**src/rtl/pipeline_control_unit_pkg.sv**
```systemverilog
// Shared encodings and control-bundle types for the pipelined MIPS control unit.
package pipeline_ctrl_pkg;

    localparam logic [5:0] OP_RTYPE = 6'b000000;
    localparam logic [5:0] OP_ADDI  = 6'b001000;
    localparam logic [5:0] OP_ANDI  = 6'b001100;
    localparam logic [5:0] OP_LW    = 6'b100011;
    localparam logic [5:0] OP_SW    = 6'b101011;
    localparam logic [5:0] OP_BEQ   = 6'b000100;
    localparam logic [5:0] OP_BNE   = 6'b000101;
    localparam logic [5:0] OP_J     = 6'b000010;

    localparam logic [1:0] ALUOP_ADD   = 2'b00;
    localparam logic [1:0] ALUOP_SUB   = 2'b01;
    localparam logic [1:0] ALUOP_FUNCT = 2'b10;
    localparam logic [1:0] ALUOP_AND   = 2'b11;

    localparam logic [1:0] PCSRC_SEQ    = 2'b00;
    localparam logic [1:0] PCSRC_BRANCH = 2'b01;
    localparam logic [1:0] PCSRC_JUMP   = 2'b10;

    typedef struct packed {
        logic       reg_write;
        logic       mem_to_reg;
        logic       mem_read;
        logic       mem_write;
        logic       alu_src;
        logic [1:0] alu_op;
        logic       reg_dst;
    } ctrl_t;

    // Later stages only carry the fields still consumed downstream.
    typedef struct packed {
        logic reg_write;
        logic mem_to_reg;
        logic mem_read;
        logic mem_write;
    } mem_ctrl_t;

    typedef struct packed {
        logic reg_write;
        logic mem_to_reg;
    } wb_ctrl_t;

endpackage

```
**src/rtl/pipeline_control_unit_if.sv**
```systemverilog
// ID-stage inputs and datapath control outputs of the pipeline control unit.
interface pipeline_control_unit_if #(
    parameter int REG_ADDR_W = 5,
    parameter int OPCODE_W   = 6
);
    logic [OPCODE_W-1:0]   id_opcode;
    logic [REG_ADDR_W-1:0] id_rs;
    logic [REG_ADDR_W-1:0] id_rt;
    logic [REG_ADDR_W-1:0] id_rd;
    logic                  id_equal;

    logic       pc_write;
    logic       ifid_write;
    logic       ifid_flush;
    logic [1:0] pc_src;
    logic       ex_alu_src;
    logic [1:0] ex_alu_op;
    logic       ex_reg_dst;
    logic       mem_mem_read;
    logic       mem_mem_write;
    logic       wb_reg_write;
    logic       wb_mem_to_reg;
    logic       stall;
    logic       illegal_op;

    modport master (
        output id_opcode, id_rs, id_rt, id_rd, id_equal,
        input  pc_write, ifid_write, ifid_flush, pc_src,
               ex_alu_src, ex_alu_op, ex_reg_dst,
               mem_mem_read, mem_mem_write, wb_reg_write, wb_mem_to_reg,
               stall, illegal_op
    );

    modport slave (
        input  id_opcode, id_rs, id_rt, id_rd, id_equal,
        output pc_write, ifid_write, ifid_flush, pc_src,
               ex_alu_src, ex_alu_op, ex_reg_dst,
               mem_mem_read, mem_mem_write, wb_reg_write, wb_mem_to_reg,
               stall, illegal_op
    );
endinterface

```
**src/rtl/pipeline_control_unit_decoder.sv**
```systemverilog
// Combinational opcode decode: control bundle, illegal flag, rt usage and branch/jump kind.
module ctrl_decoder
    import pipeline_ctrl_pkg::*;
#(
    parameter int OPCODE_W = 6,
    parameter bit EN_BNE   = 1'b1
) (
    input  logic [OPCODE_W-1:0] i_opcode,
    output ctrl_t               o_ctrl,
    output logic                o_illegal,
    output logic                o_uses_rt,
    output logic                o_is_beq,
    output logic                o_is_bne,
    output logic                o_is_j
);

    always_comb begin
        o_ctrl    = '0;
        o_illegal = 1'b0;
        o_uses_rt = 1'b0;
        o_is_beq  = 1'b0;
        o_is_bne  = 1'b0;
        o_is_j    = 1'b0;
        case (i_opcode)
            OP_RTYPE: begin
                o_ctrl.reg_write = 1'b1;
                o_ctrl.alu_op    = ALUOP_FUNCT;
                o_ctrl.reg_dst   = 1'b1;
                o_uses_rt        = 1'b1;
            end
            OP_ADDI: begin
                o_ctrl.reg_write = 1'b1;
                o_ctrl.alu_src   = 1'b1;
                o_ctrl.alu_op    = ALUOP_ADD;
            end
            OP_ANDI: begin
                o_ctrl.reg_write = 1'b1;
                o_ctrl.alu_src   = 1'b1;
                o_ctrl.alu_op    = ALUOP_AND;
            end
            OP_LW: begin
                o_ctrl.reg_write  = 1'b1;
                o_ctrl.alu_src    = 1'b1;
                o_ctrl.mem_read   = 1'b1;
                o_ctrl.mem_to_reg = 1'b1;
                o_ctrl.alu_op     = ALUOP_ADD;
            end
            OP_SW: begin
                o_ctrl.mem_write = 1'b1;
                o_ctrl.alu_src   = 1'b1;
                o_ctrl.alu_op    = ALUOP_ADD;
                o_uses_rt        = 1'b1;
            end
            OP_BEQ: begin
                o_ctrl.alu_op = ALUOP_SUB;
                o_uses_rt     = 1'b1;
                o_is_beq      = 1'b1;
            end
            OP_BNE: begin
                // With bne disabled the opcode falls back to the illegal path.
                if (EN_BNE) begin
                    o_ctrl.alu_op = ALUOP_SUB;
                    o_uses_rt     = 1'b1;
                    o_is_bne      = 1'b1;
                end else begin
                    o_illegal = 1'b1;
                end
            end
            OP_J: begin
                o_is_j = 1'b1;
            end
            default: begin
                o_illegal = 1'b1;
            end
        endcase
    end

endmodule

```
**src/rtl/pipeline_control_unit.sv**
```systemverilog
// Pipelined control unit: ID decode, ID/EX/MEM/WB control registers, hazard stalls and ID-stage branch resolution.
module pipeline_control_unit
    import pipeline_ctrl_pkg::*;
#(
    parameter int REG_ADDR_W   = 5,
    parameter int OPCODE_W     = 6,
    parameter bit EN_BNE       = 1'b1,
    parameter bit BR_HAZ_STALL = 1'b1
) (
    input  logic                     clk,
    input  logic                     rst,
    pipeline_control_unit_if.slave   bus
);

    ctrl_t                 w_id_ctrl;
    logic                  w_illegal;
    logic                  w_uses_rt;
    logic                  w_is_beq;
    logic                  w_is_bne;
    logic                  w_is_j;
    logic [REG_ADDR_W-1:0] w_id_dest;
    logic                  w_load_use;
    logic                  w_ex_hit;
    logic                  w_mem_hit;
    logic                  w_br_haz;
    logic                  w_stall;
    logic                  w_taken;

    ctrl_t                 r_ex_ctrl;
    logic [REG_ADDR_W-1:0] r_ex_rt;
    logic [REG_ADDR_W-1:0] r_ex_dest;
    mem_ctrl_t             r_mem_ctrl;
    logic [REG_ADDR_W-1:0] r_mem_dest;
    wb_ctrl_t              r_wb_ctrl;
    logic                  r_illegal;

    ctrl_decoder #(
        .OPCODE_W (OPCODE_W),
        .EN_BNE   (EN_BNE)
    ) u_decoder (
        .i_opcode  (bus.id_opcode),
        .o_ctrl    (w_id_ctrl),
        .o_illegal (w_illegal),
        .o_uses_rt (w_uses_rt),
        .o_is_beq  (w_is_beq),
        .o_is_bne  (w_is_bne),
        .o_is_j    (w_is_j)
    );

    assign w_id_dest = w_id_ctrl.reg_dst ? bus.id_rd : bus.id_rt;

    // $0 is hard-wired, so a match on register zero is never a hazard.
    assign w_load_use = r_ex_ctrl.mem_read && (r_ex_rt != '0) &&
                        ((r_ex_rt == bus.id_rs) || (w_uses_rt && (r_ex_rt == bus.id_rt)));

    assign w_ex_hit  = r_ex_ctrl.reg_write && (r_ex_dest != '0) &&
                       ((r_ex_dest == bus.id_rs) || (r_ex_dest == bus.id_rt));
    assign w_mem_hit = r_mem_ctrl.mem_read && (r_mem_dest != '0) &&
                       ((r_mem_dest == bus.id_rs) || (r_mem_dest == bus.id_rt));
    assign w_br_haz  = BR_HAZ_STALL && (w_is_beq || w_is_bne) && (w_ex_hit || w_mem_hit);

    assign w_stall = w_load_use || w_br_haz;
    assign w_taken = (w_is_beq && bus.id_equal) || (w_is_bne && !bus.id_equal);

    // A stalled branch or jump must not redirect the PC until its operands are ready.
    always_comb begin
        bus.pc_write   = !w_stall;
        bus.ifid_write = !w_stall;
        bus.pc_src     = PCSRC_SEQ;
        bus.ifid_flush = 1'b0;
        if (!w_stall) begin
            if (w_is_j) begin
                bus.pc_src     = PCSRC_JUMP;
                bus.ifid_flush = 1'b1;
            end else if (w_taken) begin
                bus.pc_src     = PCSRC_BRANCH;
                bus.ifid_flush = 1'b1;
            end
        end
    end

    assign bus.stall         = w_stall;
    assign bus.ex_alu_src    = r_ex_ctrl.alu_src;
    assign bus.ex_alu_op     = r_ex_ctrl.alu_op;
    assign bus.ex_reg_dst    = r_ex_ctrl.reg_dst;
    assign bus.mem_mem_read  = r_mem_ctrl.mem_read;
    assign bus.mem_mem_write = r_mem_ctrl.mem_write;
    assign bus.wb_reg_write  = r_wb_ctrl.reg_write;
    assign bus.wb_mem_to_reg = r_wb_ctrl.mem_to_reg;
    assign bus.illegal_op    = r_illegal;

    always_ff @(posedge clk) begin
        if (rst) begin
            r_ex_ctrl  <= '0;
            r_ex_rt    <= '0;
            r_ex_dest  <= '0;
            r_mem_ctrl <= '0;
            r_mem_dest <= '0;
            r_wb_ctrl  <= '0;
            r_illegal  <= 1'b0;
        end else begin
            if (w_stall) begin
                r_ex_ctrl <= '0;
                r_ex_rt   <= '0;
                r_ex_dest <= '0;
            end else begin
                r_ex_ctrl <= w_id_ctrl;
                r_ex_rt   <= bus.id_rt;
                r_ex_dest <= w_id_dest;
            end
            r_mem_ctrl <= '{reg_write:  r_ex_ctrl.reg_write,
                            mem_to_reg: r_ex_ctrl.mem_to_reg,
                            mem_read:   r_ex_ctrl.mem_read,
                            mem_write:  r_ex_ctrl.mem_write};
            r_mem_dest <= r_ex_dest;
            r_wb_ctrl  <= '{reg_write:  r_mem_ctrl.reg_write,
                            mem_to_reg: r_mem_ctrl.mem_to_reg};
            r_illegal  <= r_illegal | w_illegal;
        end
    end

endmodule
```
**src/flat_wrapper.sv**
```systemverilog
// flat-port wrapper written by rule: the top's interface ports become plain ports
module pipeline_control_unit_flat import pipeline_ctrl_pkg::*;
#(
    parameter int REG_ADDR_W   = 5,
    parameter int OPCODE_W     = 6,
    parameter bit EN_BNE       = 1'b1,
    parameter bit BR_HAZ_STALL = 1'b1
)
  (clk, rst, bus_id_opcode, bus_id_rs, bus_id_rt, bus_id_rd, bus_id_equal, bus_pc_write, bus_ifid_write, bus_ifid_flush, bus_pc_src, bus_ex_alu_src, bus_ex_alu_op, bus_ex_reg_dst, bus_mem_mem_read, bus_mem_mem_write, bus_wb_reg_write, bus_wb_mem_to_reg, bus_stall, bus_illegal_op);
  pipeline_control_unit_if #(.REG_ADDR_W(REG_ADDR_W), .OPCODE_W(OPCODE_W)) bus_i ();
  input  logic clk;
  input  logic rst;
  input wire logic [$bits(bus_i.id_opcode)-1:0] bus_id_opcode;
  input wire logic [$bits(bus_i.id_rs)-1:0] bus_id_rs;
  input wire logic [$bits(bus_i.id_rt)-1:0] bus_id_rt;
  input wire logic [$bits(bus_i.id_rd)-1:0] bus_id_rd;
  input wire logic [$bits(bus_i.id_equal)-1:0] bus_id_equal;
  output wire logic [$bits(bus_i.pc_write)-1:0] bus_pc_write;
  output wire logic [$bits(bus_i.ifid_write)-1:0] bus_ifid_write;
  output wire logic [$bits(bus_i.ifid_flush)-1:0] bus_ifid_flush;
  output wire logic [$bits(bus_i.pc_src)-1:0] bus_pc_src;
  output wire logic [$bits(bus_i.ex_alu_src)-1:0] bus_ex_alu_src;
  output wire logic [$bits(bus_i.ex_alu_op)-1:0] bus_ex_alu_op;
  output wire logic [$bits(bus_i.ex_reg_dst)-1:0] bus_ex_reg_dst;
  output wire logic [$bits(bus_i.mem_mem_read)-1:0] bus_mem_mem_read;
  output wire logic [$bits(bus_i.mem_mem_write)-1:0] bus_mem_mem_write;
  output wire logic [$bits(bus_i.wb_reg_write)-1:0] bus_wb_reg_write;
  output wire logic [$bits(bus_i.wb_mem_to_reg)-1:0] bus_wb_mem_to_reg;
  output wire logic [$bits(bus_i.stall)-1:0] bus_stall;
  output wire logic [$bits(bus_i.illegal_op)-1:0] bus_illegal_op;
  assign bus_i.id_opcode = bus_id_opcode;
  assign bus_i.id_rs = bus_id_rs;
  assign bus_i.id_rt = bus_id_rt;
  assign bus_i.id_rd = bus_id_rd;
  assign bus_i.id_equal = bus_id_equal;
  assign bus_pc_write = bus_i.pc_write;
  assign bus_ifid_write = bus_i.ifid_write;
  assign bus_ifid_flush = bus_i.ifid_flush;
  assign bus_pc_src = bus_i.pc_src;
  assign bus_ex_alu_src = bus_i.ex_alu_src;
  assign bus_ex_alu_op = bus_i.ex_alu_op;
  assign bus_ex_reg_dst = bus_i.ex_reg_dst;
  assign bus_mem_mem_read = bus_i.mem_mem_read;
  assign bus_mem_mem_write = bus_i.mem_mem_write;
  assign bus_wb_reg_write = bus_i.wb_reg_write;
  assign bus_wb_mem_to_reg = bus_i.wb_mem_to_reg;
  assign bus_stall = bus_i.stall;
  assign bus_illegal_op = bus_i.illegal_op;
  pipeline_control_unit #(.REG_ADDR_W(REG_ADDR_W), .OPCODE_W(OPCODE_W), .EN_BNE(EN_BNE), .BR_HAZ_STALL(BR_HAZ_STALL)) u_core (.clk(clk), .rst(rst), .bus(bus_i));
endmodule
```
**config.mk**
```make
export PLATFORM = sky130hd
export DESIGN_NAME = pipeline_control_unit_flat
export DESIGN_NICKNAME = d
export VERILOG_FILES = /design/src/rtl/pipeline_control_unit_pkg.sv /design/src/rtl/pipeline_control_unit_if.sv /design/src/rtl/pipeline_control_unit_decoder.sv /design/src/rtl/pipeline_control_unit.sv /design/src/flat_wrapper.sv
export SDC_FILE = /design/constraint.sdc
export NUM_CORES = 1
export LEC_CHECK = 0
export CORE_MARGIN = 5
export CORE_UTILIZATION = 49
export CTS_CLUSTER_DIAMETER = 200
export DETAILED_ROUTE_END_ITERATION = 10
export GPL_TIMING_DRIVEN = 0
export PLACE_DENSITY = 0.79
export SYNTH_ARGS = -nofsm -noshare
export SYNTH_HDL_FRONTEND = slang
export SYNTH_HIERARCHICAL = 1
export SYNTH_SLANG_ARGS = --single-unit
```
**constraint.sdc**
```tcl
create_clock -name clk -period 2.33 [get_ports clk]
set_input_delay 0.233 -clock clk [delete_from_list [all_inputs] [get_ports clk]]
set_output_delay 0.233 -clock clk [all_outputs]
set_load 0.05 [all_outputs]
```
== Yosys cells after proc, flatten, opt, wreduce, memory -nomap -nowiden ==
Cells that the tools add are included.
Storage, ports and cells
  register bits: 30
  latch bits: 0
  memory bits (writable): 0
  ROM bits: 0
  output and inout bits: 15
  logic and storage cells: 78
  memories kept: 0
Operators by class
  $add $sub $neg: 0
  multipliers: 0
  divide/modulo/power cells: 0
  magnitude comparators: 0
  eq/ne operators: 13
  shift-type cells: 0
  multiplexer cells: 18
  bitwise logic cells: 1
  reduce and logical (&&, ||, !) cells: 29
Operators by type and width (number)
  $eq 5x5->1: 6
  $reduce_bool 5->1: 3
  $mux 1: 13
  $eq 6x3->1 const B: 2
  $eq 6x4->1 const B: 2
  $eq 6x6->1 const B: 2
  $reduce_or 4->1: 3
  $logic_and 1x1->1: 10
  $reduce_or 8->1: 1
  $logic_or 1x1->1: 7
  $eq 6x2->1 const B: 1
  $logic_not 6->1: 1
  $mux 2: 3
  $pmux 2 s3: 1
  $mux 5: 1
  $reduce_or 2->1: 2
  $logic_not 1->1: 2
  $or 1x1->1: 1

== Logic depth before layout (Yosys ltp) ==
Gate-level depths: netlist (run 1).
  depth after elaboration: 8
  gate-level depth with buffers: 8
  depth with buffers taken out: 7

== Cells and area by module ==
The synthesis (run 1) kept the hierarchy.
By module, submodules not included
  pipeline_control_unit: instances 1, cells an instance 137, area each 1392.6 µm², seq. area each 600.6 µm²
  ctrl_decoder: instances 1, cells an instance 34, area each 225.2 µm², seq. area each 0.0 µm²

== Least setup slack after synthesis (run 1) ==
OpenSTA, ideal clock, no wires.
  path type: reg2out
  start point: reg u_core.r_ex_rt[1]
  end point: out bus_ifid_flush
  arrival time: 2.613 ns
  slack: -0.516 ns
  cell stages (with the launch flop): 6
  path buffers: 1
  cell sequence: dfxtp_1 or4_1 o21a_1 a222oi_1 buf_2 a21boi_1
On the way
  word-level cells in the longest chain between the ends: 6
  elaborated cells between the ends (all ways): 9
  classes of those cells: eq/ne (2); mux (1); reduce/logical (6)
Ends and longest elaborated chain
  from (decl): line pipeline_control_unit.sv:30  | logic [REG_ADDR_W-1:0] r_ex_rt;
  from (signal assigned): line pipeline_control_unit.sv:108  | r_ex_rt <= bus.id_rt;
  $eq 5x5->1: line pipeline_control_unit.sv:54  | ((r_ex_rt == bus.id_rs) || (w_uses_rt && (r_ex_rt == bus.id_rt)));
  $logic_and 1x1->1: line pipeline_control_unit.sv:54
  $logic_or 1x1->1: line pipeline_control_unit.sv:54
  $logic_and 1x1->1 (*): line pipeline_control_unit.sv:53  | assign w_load_use = r_ex_ctrl.mem_read && (r_ex_rt != '0) &&
  $logic_or 1x1->1 (*): line pipeline_control_unit.sv:62  | assign w_stall = w_load_use || w_br_haz;
  $mux 1 (*): line pipeline_control_unit.sv:71  | if (!w_stall) begin
  to (decl): line flat_wrapper.sv:20  | output wire logic [$bits(bus_i.ifid_flush)-1:0] bus_ifid_flush;
Mark *: on every way between the ends. The rest lies on a longest branch, timed or not.

== Final worst setup path (run 1) ==
  start point: reg u_core.r_ex_rt[1]
  end point: out bus_pc_src[0]
On the way
  word-level cells in the longest chain between the ends: 6
  elaborated cells between the ends (all ways): 9
  classes of those cells: eq/ne (2); mux (1); reduce/logical (6)
Ends and longest elaborated chain
  $eq 5x5->1: line pipeline_control_unit.sv:54
  $logic_and 1x1->1: line pipeline_control_unit.sv:54
  $logic_or 1x1->1: line pipeline_control_unit.sv:54
  $logic_and 1x1->1 (*): line pipeline_control_unit.sv:53
  $logic_or 1x1->1 (*): line pipeline_control_unit.sv:62
  $mux 2 (*): line pipeline_control_unit.sv:71
  to (decl): line flat_wrapper.sv:21  | output wire logic [$bits(bus_i.pc_src)-1:0] bus_pc_src;
Marked as above.

==> impl_metrics.csv, run 1 <==
group,metric,value,unit
worst_setup_path,r2r_end,"u_core/r_ex_rt[1]",
clocking,path_clk_slew,0.08,ns
run,cap_violations,0,
yosys,yosys.area.top_type,"dfxtp_1",
global_route,grt_pass1_vias,1491,
timing,setup_viol,5,
yosys,syn_area,0.00162,mm^2
status,outcome,"complete, but fails checks",
worst_setup_path,r2r_slack,0.17,ns
timing,slew_viol_final,0,
timing,worstMarginPinSlew,0.719,ns
global_route,grt_overflow,0,
power_and_ir_drop,power.leakage,0.000851,uW
clocking,cts.sinks,30,
worst_setup_path,slowest_delay,0.51,ns
yosys,ys_ff_latch,30,
yosys,yosysTopAreaCellShare,37.1,%
floorplanning,coreArea,0.00310,mm^2
finish,final_core_util,72.1,%
placed_design,gp_congestion,0.935,
placed_design,pre_cts_ws,-1.35,ns
floorplanning,die_h,67.5,um
hold_path,min_from,"rst",
hold_path,holdPathEnd,"u_core/bus.wb_reg_write",
yosys,syn_area_per_cell,9.46,um^2
yosys,synth_edf_count,0,
worst_setup_path,crit_chain,"or4_1 -> o21a_1 -> a222oi_1 -> buf_4 -> nor3b_4 -> buf_6",
worst_setup_path,worstSetupStartpointType,"register",
power_and_ir_drop,switchingPower,278,uW
hold_path,holdCritPathClass,"in2reg",
power_and_ir_drop,power.density,519,mW/mm^2
finish,regArea,603,um^2
timing,rsz0062_at_grt,"yes",
clocking,numCtsBuffers,5,
finish,reg_top3,"u_core/r_ex_dest (5), u_core/r_ex_rt (5), u_core/r_mem_dest (5)",
power_and_ir_drop,swShare,24.0,%
finish,layout.nets,244,
routing,drc,0,
worst_setup_path,r2r_start,"u_core/r_ex_rt[1]",
timing,fin_ws,-0.107,ns
worst_setup_path,endpoint_kind,"primary output",
yosys,synth.net_count,195,
clocking,h-tree-depth,2,
timing,max-slew-margin-rel,51.6,%
timing,fin_setup_tns,-0.347,ns
clocking,cts_root_buf,"clkbuf_4",
clocking,cts_max_path_buffers,2,
hold_path,hold_depth,2,
routing,via_per_inst,5.17,
global_route,grt_max_degree,11,
power_and_ir_drop,p_total,1160,uW
finish,num-fill-cells,258,
clocking,clock_latency,0.33,ns
floorplanning,core.rowCount,20,
worst_setup_path,worstPathRequired,2.10,ns
placed_design,io_buffers,36,
yosys,ys_seq_area_share,37.1,%
routing,drtAntennaViolNets,0,
global_route,grt_pass1_wl,6.89,mm
yosys,synth_ff_type,"dfxtp_1",
power_and_ir_drop,seq_power_share,46.9,%
yosys,async_flop_share,0,%
floorplanning,ioPinCount,39,
finish,area_growth,38.3,%
worst_setup_path,path_max_fanout,6,
routing,vias,1364,
worst_setup_path,crit_type,"reg2out",
timing,hold_viol_final,0,
floorplanning,die-area,0.00455,mm^2
clocking,cts_hold_buf,0,
timing,min_period,2.44,ns
yosys,yosysUniqueCellTypes,39,
power_and_ir_drop,ir_drop,0.000341,V
global_route,grt_antenna_before_repair,0,
finish,diodes,0,
clocking,tritoncts,"yes",
finish,drive_above_1_share,21.4,%
global_route,grtUsageTotal,20.4,%
routing,drt_iter0_drc,17,
worst_setup_path,reg2reg_depth,8,
finish,multi_input_area,993,um^2
worst_setup_path,cp_slowest_cell,"or4_1",
timing,fmax,410,MHz
timing,clock_skew,0.0110,ns
yosys,syn_inst,171,
routing,wl_per_cell,15.0,um
placed_design,dp_hpwl,2.92,mm
floorplanning,die_w,67.5,um
routing,drt_wl_total,3.96,mm
power_and_ir_drop,power_frac_comb,17.2,%
power_and_ir_drop,intPower,882,uW
routing,first_pass_iters,4,
power_and_ir_drop,power.share.clock,35.9,%
floorplanning,initial_core_util,52.1,%
yosys,yosys-top-cells-area,"dfxtp_1 (37%), xnor2_1 (16%), and3b_1 (7.0%)",
status,violations,"setup timing",
worst_setup_path,crit_arrival,2.20,ns
timing,finalCritPeriodShare,105,%
yosys,ys.warnings.count,6,
## cell usage after synthesis (2+ instances only)
cell	number
dfxtp_1	30
xnor2_1	30
and3b_1	13
nor2b_1	11
nand2_1	8
nor2_1	7
mux2i_1	6
nor3b_2	6
a21oi_1	5
nand3_1	5
buf_4	4
nor3_1	4
buf_2	3
clkbuf_1	3
inv_1	3
o22ai_1	3
or2_1	3
or4_1	3
nand2b_1	2
nor4_1	2
o21ai_0	2
## worst max-delay path, delay by kind of cell, from the launching register on
| kind | cells | cell delay [ns] |
|---|---|---|
| AO/OA/AOI/OAI | 2 | 0.46 |
| flip-flops | 1 | 0.33 |
| buffers and inverters | 2 | 0.39 |
| AND/OR/NAND/NOR | 2 | 0.70 |
## final cells by class
| class | instances | share of cell area, % |
|---|---|---|
| Timing Repair Buffer | 43 | 19.1 |
| Tap cell | 44 | 2.46 |
| Multi-Input combinational cell | 126 | 44.4 |
| Buffer | 11 | 2.96 |
| Clock buffer | 6 | 2.29 |
| Clock inverter | 1 | 1.34 |
| Inverter | 3 | 0.503 |
| Sequential cell | 30 | 27.0 |
## per-layer routing
metal	global-route usage, %	vias to the layer above	share of wire, %
met5	0	-	0
met4	10.6	0	1.9
met3	3.33	5	3.9
met2	36.7	33	52
met1	22.8	642	43
li1	-	684	-
## how the worst max path moves through the flow
stage | start | cells after the start | endpoint
finish | u_core/r_ex_rt[1] | 6 | bus_pc_src[0]
global route | u_core/r_ex_rt[1] | 6 | bus_pc_src[0]
CTS | u_core/r_ex_rt[1] | 6 | bus_pc_src[0]
detailed placement | bus_id_opcode[5] | 9 | bus_pc_src[0]
global placement | bus_id_opcode[5] | 9 | bus_pc_src[0]
floorplan | u_core/r_ex_rt[1] | 5 | bus_pc_src[0]
## stage by stage
stage                     hold slack (ns)  instances  cell area [um^2]
after floorplan                     0.397        171              1640
after global placement              0.419        251              2060
after detailed placement            0.424        251              2060
after CTS                           0.268        262              2190
after global routing                0.319        264              2240
final                               0.277        264              2240
## power groups by stage
stage,Combinational [uW],Clock [uW],Sequential [uW]
final,199,417,545
after global routing,218,446,547
after CTS,195,426,544
after detailed placement,188,0,558
after global placement,182,0,557
after floorplan,105,0,561
## cells by family after synthesis
kind of cell / count (synthesis) / share of synthesized area (%)
DFF: 30 / 37.1
xor gates and xnor gates: 30 / 16.2
muxes: 6 / 3.71
AOI/OAI and AO/OA: 17 / 6.81
and+or+nand+nor: 73 / 31.0
buffers and inverters: 15 / 5.10
## timing repair
item                       in CTS  in global routing
buffers inserted                5                  2
setup endpoints to repair       8                 17
pin swaps                       2                  1
resized for setup              55                 10
## placed cells by master, fill, tap and decap left out, drive strengths merged, types with 2 or more instances in the layout
master and n:
a21oi 6, and3b 13, buf 21, clkbuf 10, clkdlybuf4s15 2, clkdlybuf4s50 25, dfxtp 30, dlygate4sd2 2
inv 3, mux2i 6, nand2 8, nand2b 2, nand3 6, nor2 7, nor2b 11, nor3 4
nor3b 6, nor4 2, o21ai 2, o22ai 3, or2 3, or4 4, xnor2 30
(Power assumes the default switching activity.)
==> run 2: changes to the inputs <==
Settings changed: ABC_AREA from default to 1.
==> run 2 against run 1 <==
Compared with the run above:
- the flow now finishes without violations
- design area down 2.6%
- setup slack improved by 0.27 ns
- fmax is 13% higher
- clock power fell by 24%
- non-clock buffer count down 7
- sequential share of layout area grew 0.60 points
- synthesized area increased by 2.5%
- highest routed layer unchanged
- utilization down 6.3 points
- combinational power decreased by 4%
- worst hold slack got worse by 0.070 ns
- sequential power hardly changed
- largest power group unchanged
==> impl_metrics.csv, run 2 <==
group,metric,value,unit
status,outcome,"completed",
routing,drt_wl_total,3.69,mm
global_route,grt_max_degree,11,
floorplanning,die-area,0.00465,mm^2
timing,min_period,2.17,ns
yosys,yosys-top-cells-area,"dfxtp_1 (36%), nand2_1 (15%), nor2_1 (12%)",
finish,final_core_util,65.8,%
clocking,numCtsBuffers,5,
clocking,cts.sinks,30,
worst_setup_path,endpoint_kind,"primary output",
finish,final_cell_mix,"nand2_1 (66), nor2_1 (51), inv_1 (46), dfxtp_1 (30), clkdlybuf4s50_1 (23)",
power_and_ir_drop,power.density,481,mW/mm^2
yosys,yosysTopAreaCellShare,36.2,%
clocking,cts_max_path_buffers,2,
finish,final_common_cell,"nand2_1",
yosys,syn_inst,260,
routing,drtAntennaViolNets,0,
yosys,yosys.area.top_type,"dfxtp_1",
finish,drive_above_1_share,13.0,%
global_route,grt_pass1_wl,6.15,mm
routing,wl_per_cell,10.4,um
routing,drt_iter0_drc,94,
routing,first_pass_iters,4,
yosys,ys_ff_latch,30,
timing,clock_skew,0.00481,ns
yosys,yosysUniqueCellTypes,24,
worst_setup_path,crit_chain,"clkdlybuf4s50_1 -> inv_1 -> nand2_1 -> nand2_1 -> nor2_1 -> nand3_1 -> nand2_1 -> nand2_1 -> nand2_1 -> nand2_2 -> nand2_2 -> buf_4 -> nor2_1 -> buf_2",
yosys,synth.top_cells.by_count,"nand2_1 (68), nor2_1 (51), inv_1 (47)",
yosys,synth_edf_count,0,
yosys,ys.warnings.count,6,
placed_design,io_buffers,37,
yosys,synth_most_common_cell,"nand2_1",
worst_setup_path,worstSetupStartpointType,"input pin",
timing,hold_viol_final,0,
global_route,grt_pass1_vias,1473,
worst_setup_path,crit_path_frequent_cell,"nand2_1",
routing,vias,1646,
floorplanning,core.rowCount,21,
timing,worstMarginPinSlew,0.505,ns
worst_setup_path,path_max_fanout,4,
clocking,clock_latency,0.32,ns
clocking,cts_root_buf,"clkbuf_4",
timing,fmax,462,MHz
yosys,syn_area_per_cell,6.38,um^2
floorplanning,initial_core_util,50.1,%
routing,via_per_inst,4.66,
floorplanning,die_w,68.2,um
finish,layout.nets,330,
worst_setup_path,crit_arrival,1.93,ns
clocking,h-tree-depth,2,
worst_setup_path,crit_start,"bus_id_rs[4]",
routing,drc,0,
hold_path,holdCritPathClass,"in2reg",
yosys,syn_area,0.00166,mm^2
power_and_ir_drop,power.leakage,0.00115,uW
timing,slew_viol_final,0,
timing,max-slew-margin-rel,66.2,%
worst_setup_path,slowest_delay,0.59,ns
yosys,synth.net_count,284,
timing,rsz0062_at_grt,"no",
clocking,tritoncts,"yes",
run,cap_violations,0,
clocking,path_clk_slew,0.09,ns
finish,num-fill-cells,317,
finish,area_growth,31.5,%
worst_setup_path,r2r_slack,0.81,ns
yosys,async_flop_share,0,%
yosys,synth_ff_type,"dfxtp_1",
floorplanning,die_h,68.2,um
placed_design,dp_hpwl,2.95,mm
worst_setup_path,r2r_start,"u_core/r_ex_dest[4]",
global_route,grt_overflow,0,
floorplanning,coreArea,0.00331,mm^2
yosys,ys_seq_area_share,36.2,%
clocking,cts_hold_buf,0,
worst_setup_path,r2r_end,"u_core/bus.ex_reg_dst",
timing,whs,0.207,ns
worst_setup_path,cp_slowest_cell,"clkdlybuf4s50_1",
worst_setup_path,crit_type,"in2out",
worst_setup_path,setup.worst_path.end,"bus_ifid_flush",
finish,diodes,0,
global_route,grtUsageTotal,17.8,%
worst_setup_path,worstPathRequired,2.10,ns
timing,finalCritPeriodShare,93.0,%
finish,reg_top3,"u_core/r_ex_dest (5), u_core/r_ex_rt (5), u_core/r_mem_dest (5)",
power_and_ir_drop,ir_drop,0.000286,V
worst_setup_path,reg2reg_depth,12,
timing,setup_viol,0,
global_route,grt_antenna_before_repair,0,
floorplanning,ioPinCount,39,
placed_design,gp_congestion,0.944,
-- run 2: cell count changes after synthesis, moves of 5 or more --
| cell | previous run | this run |
|---|---|---|
| nor2b_1 | 11 | 0 |
| nand3_1 | 5 | 11 |
| nand2_1 | 8 | 68 |
| xor2_1 | 0 | 5 |
| inv_1 | 3 | 47 |
| and3b_1 | 13 | 0 |
| nor2_2 | 0 | 5 |
| nor3b_2 | 6 | 0 |
| xnor2_1 | 30 | 5 |
| mux2i_1 | 6 | 0 |
| nor2_1 | 7 | 51 |
| o21ai_0 | 2 | 8 |
-- run 2: how the worst min path moves through the flow --
stage | from | to | slack, ns | cells past startpoint
after floorplan | rst | u_core/bus.wb_mem_to_reg | 0.30 | 1
after global placement | u_core/r_mem_ctrl[3] | u_core/bus.wb_reg_write | 0.39 | 2
after detailed placement | u_core/r_mem_ctrl[2] | u_core/bus.wb_mem_to_reg | 0.39 | 2
after CTS | bus_id_opcode[3] | u_core/r_ex_ctrl[5] | 0.19 | 4
after global routing | bus_id_opcode[3] | u_core/r_ex_ctrl[5] | 0.20 | 4
final | bus_id_opcode[3] | u_core/r_ex_ctrl[5] | 0.21 | 4
-- run 2: area by class of cell --
type / count / area, um^2 / area share (%)
Sequential cell: 30 / 601 / 27.6
Multi-Input combinational cell: 172 / 835 / 38.3
Buffer: 8 / 60.1 / 2.76
Clock inverter: 1 / 5.00 / 0.230
Clock buffer: 7 / 55.1 / 2.53
Timing Repair Buffer: 39 / 379 / 17.4
Inverter: 50 / 188 / 8.61
Tap cell: 46 / 57.6 / 2.64
-- run 2: logic make-up (layout without fill, tap and decap cells) --
kind of cell              after synthesis  count (layout)  synth area share [%]
DFF                                    30              30                  36.2
buffers and inverters                  58             105                  14.9
and+or+nand+nor                       146             146                  38.0
AOI/OAI and AO/OA                      15              15                  4.91
xor gates and xnor gates               10              10                  5.28
muxes                                   1               1                 0.679
-- run 2: power by group --
| group | total, uW | switching [uW] | leakage, uW | internal (uW) |
|---|---|---|---|---|
| Sequential | 543 | 13.6 | 0.000246 | 529 |
| Combinational | 191 | 106 | 0.000867 | 84.8 |
| Clock | 315 | 169 | 0.0000353 | 146 |
| Total | 1050 | 288 | 0.00115 | 760 |
-- run 2: stage by stage --
stage | power [uW] | setup TNS, ns | worst slack (ns) | cells | instance area (um^2)
after CTS | 1060 | 0 | 0.00860 | 351 | 2120
final | 1050 | 0 | 0.164 | 353 | 2180
after global routing | 1110 | 0 | 0.00258 | 353 | 2180
after global placement | 738 | -2.60 | -0.527 | 343 | 2090
after floorplan | 664 | 0 | 0.198 | 260 | 1660
after detailed placement | 742 | -2.65 | -0.540 | 343 | 2090
-- run 2: what timing repair did --
action | in CTS | in global routing
setup endpoints to repair | 6 | 6
gates resized for setup | 32 | 14
buffers inserted | 0 | 2
pin swaps | 0 | 2
-- run 2: per-layer routing --
layer  GRT usage [%]  vias up  wire (um)
met5               0        -          0
met4            7.20        0         62
li1                -      862          -
met1            19.7      730       1530
met2            31.3       49       1820
met3            5.42        5        265
-- run 2: critical path, delay by kind of cell --
kind,cells,cell delay (ns)
buffers and inverters,4,0.97
AND/OR/NAND/NOR,10,0.73
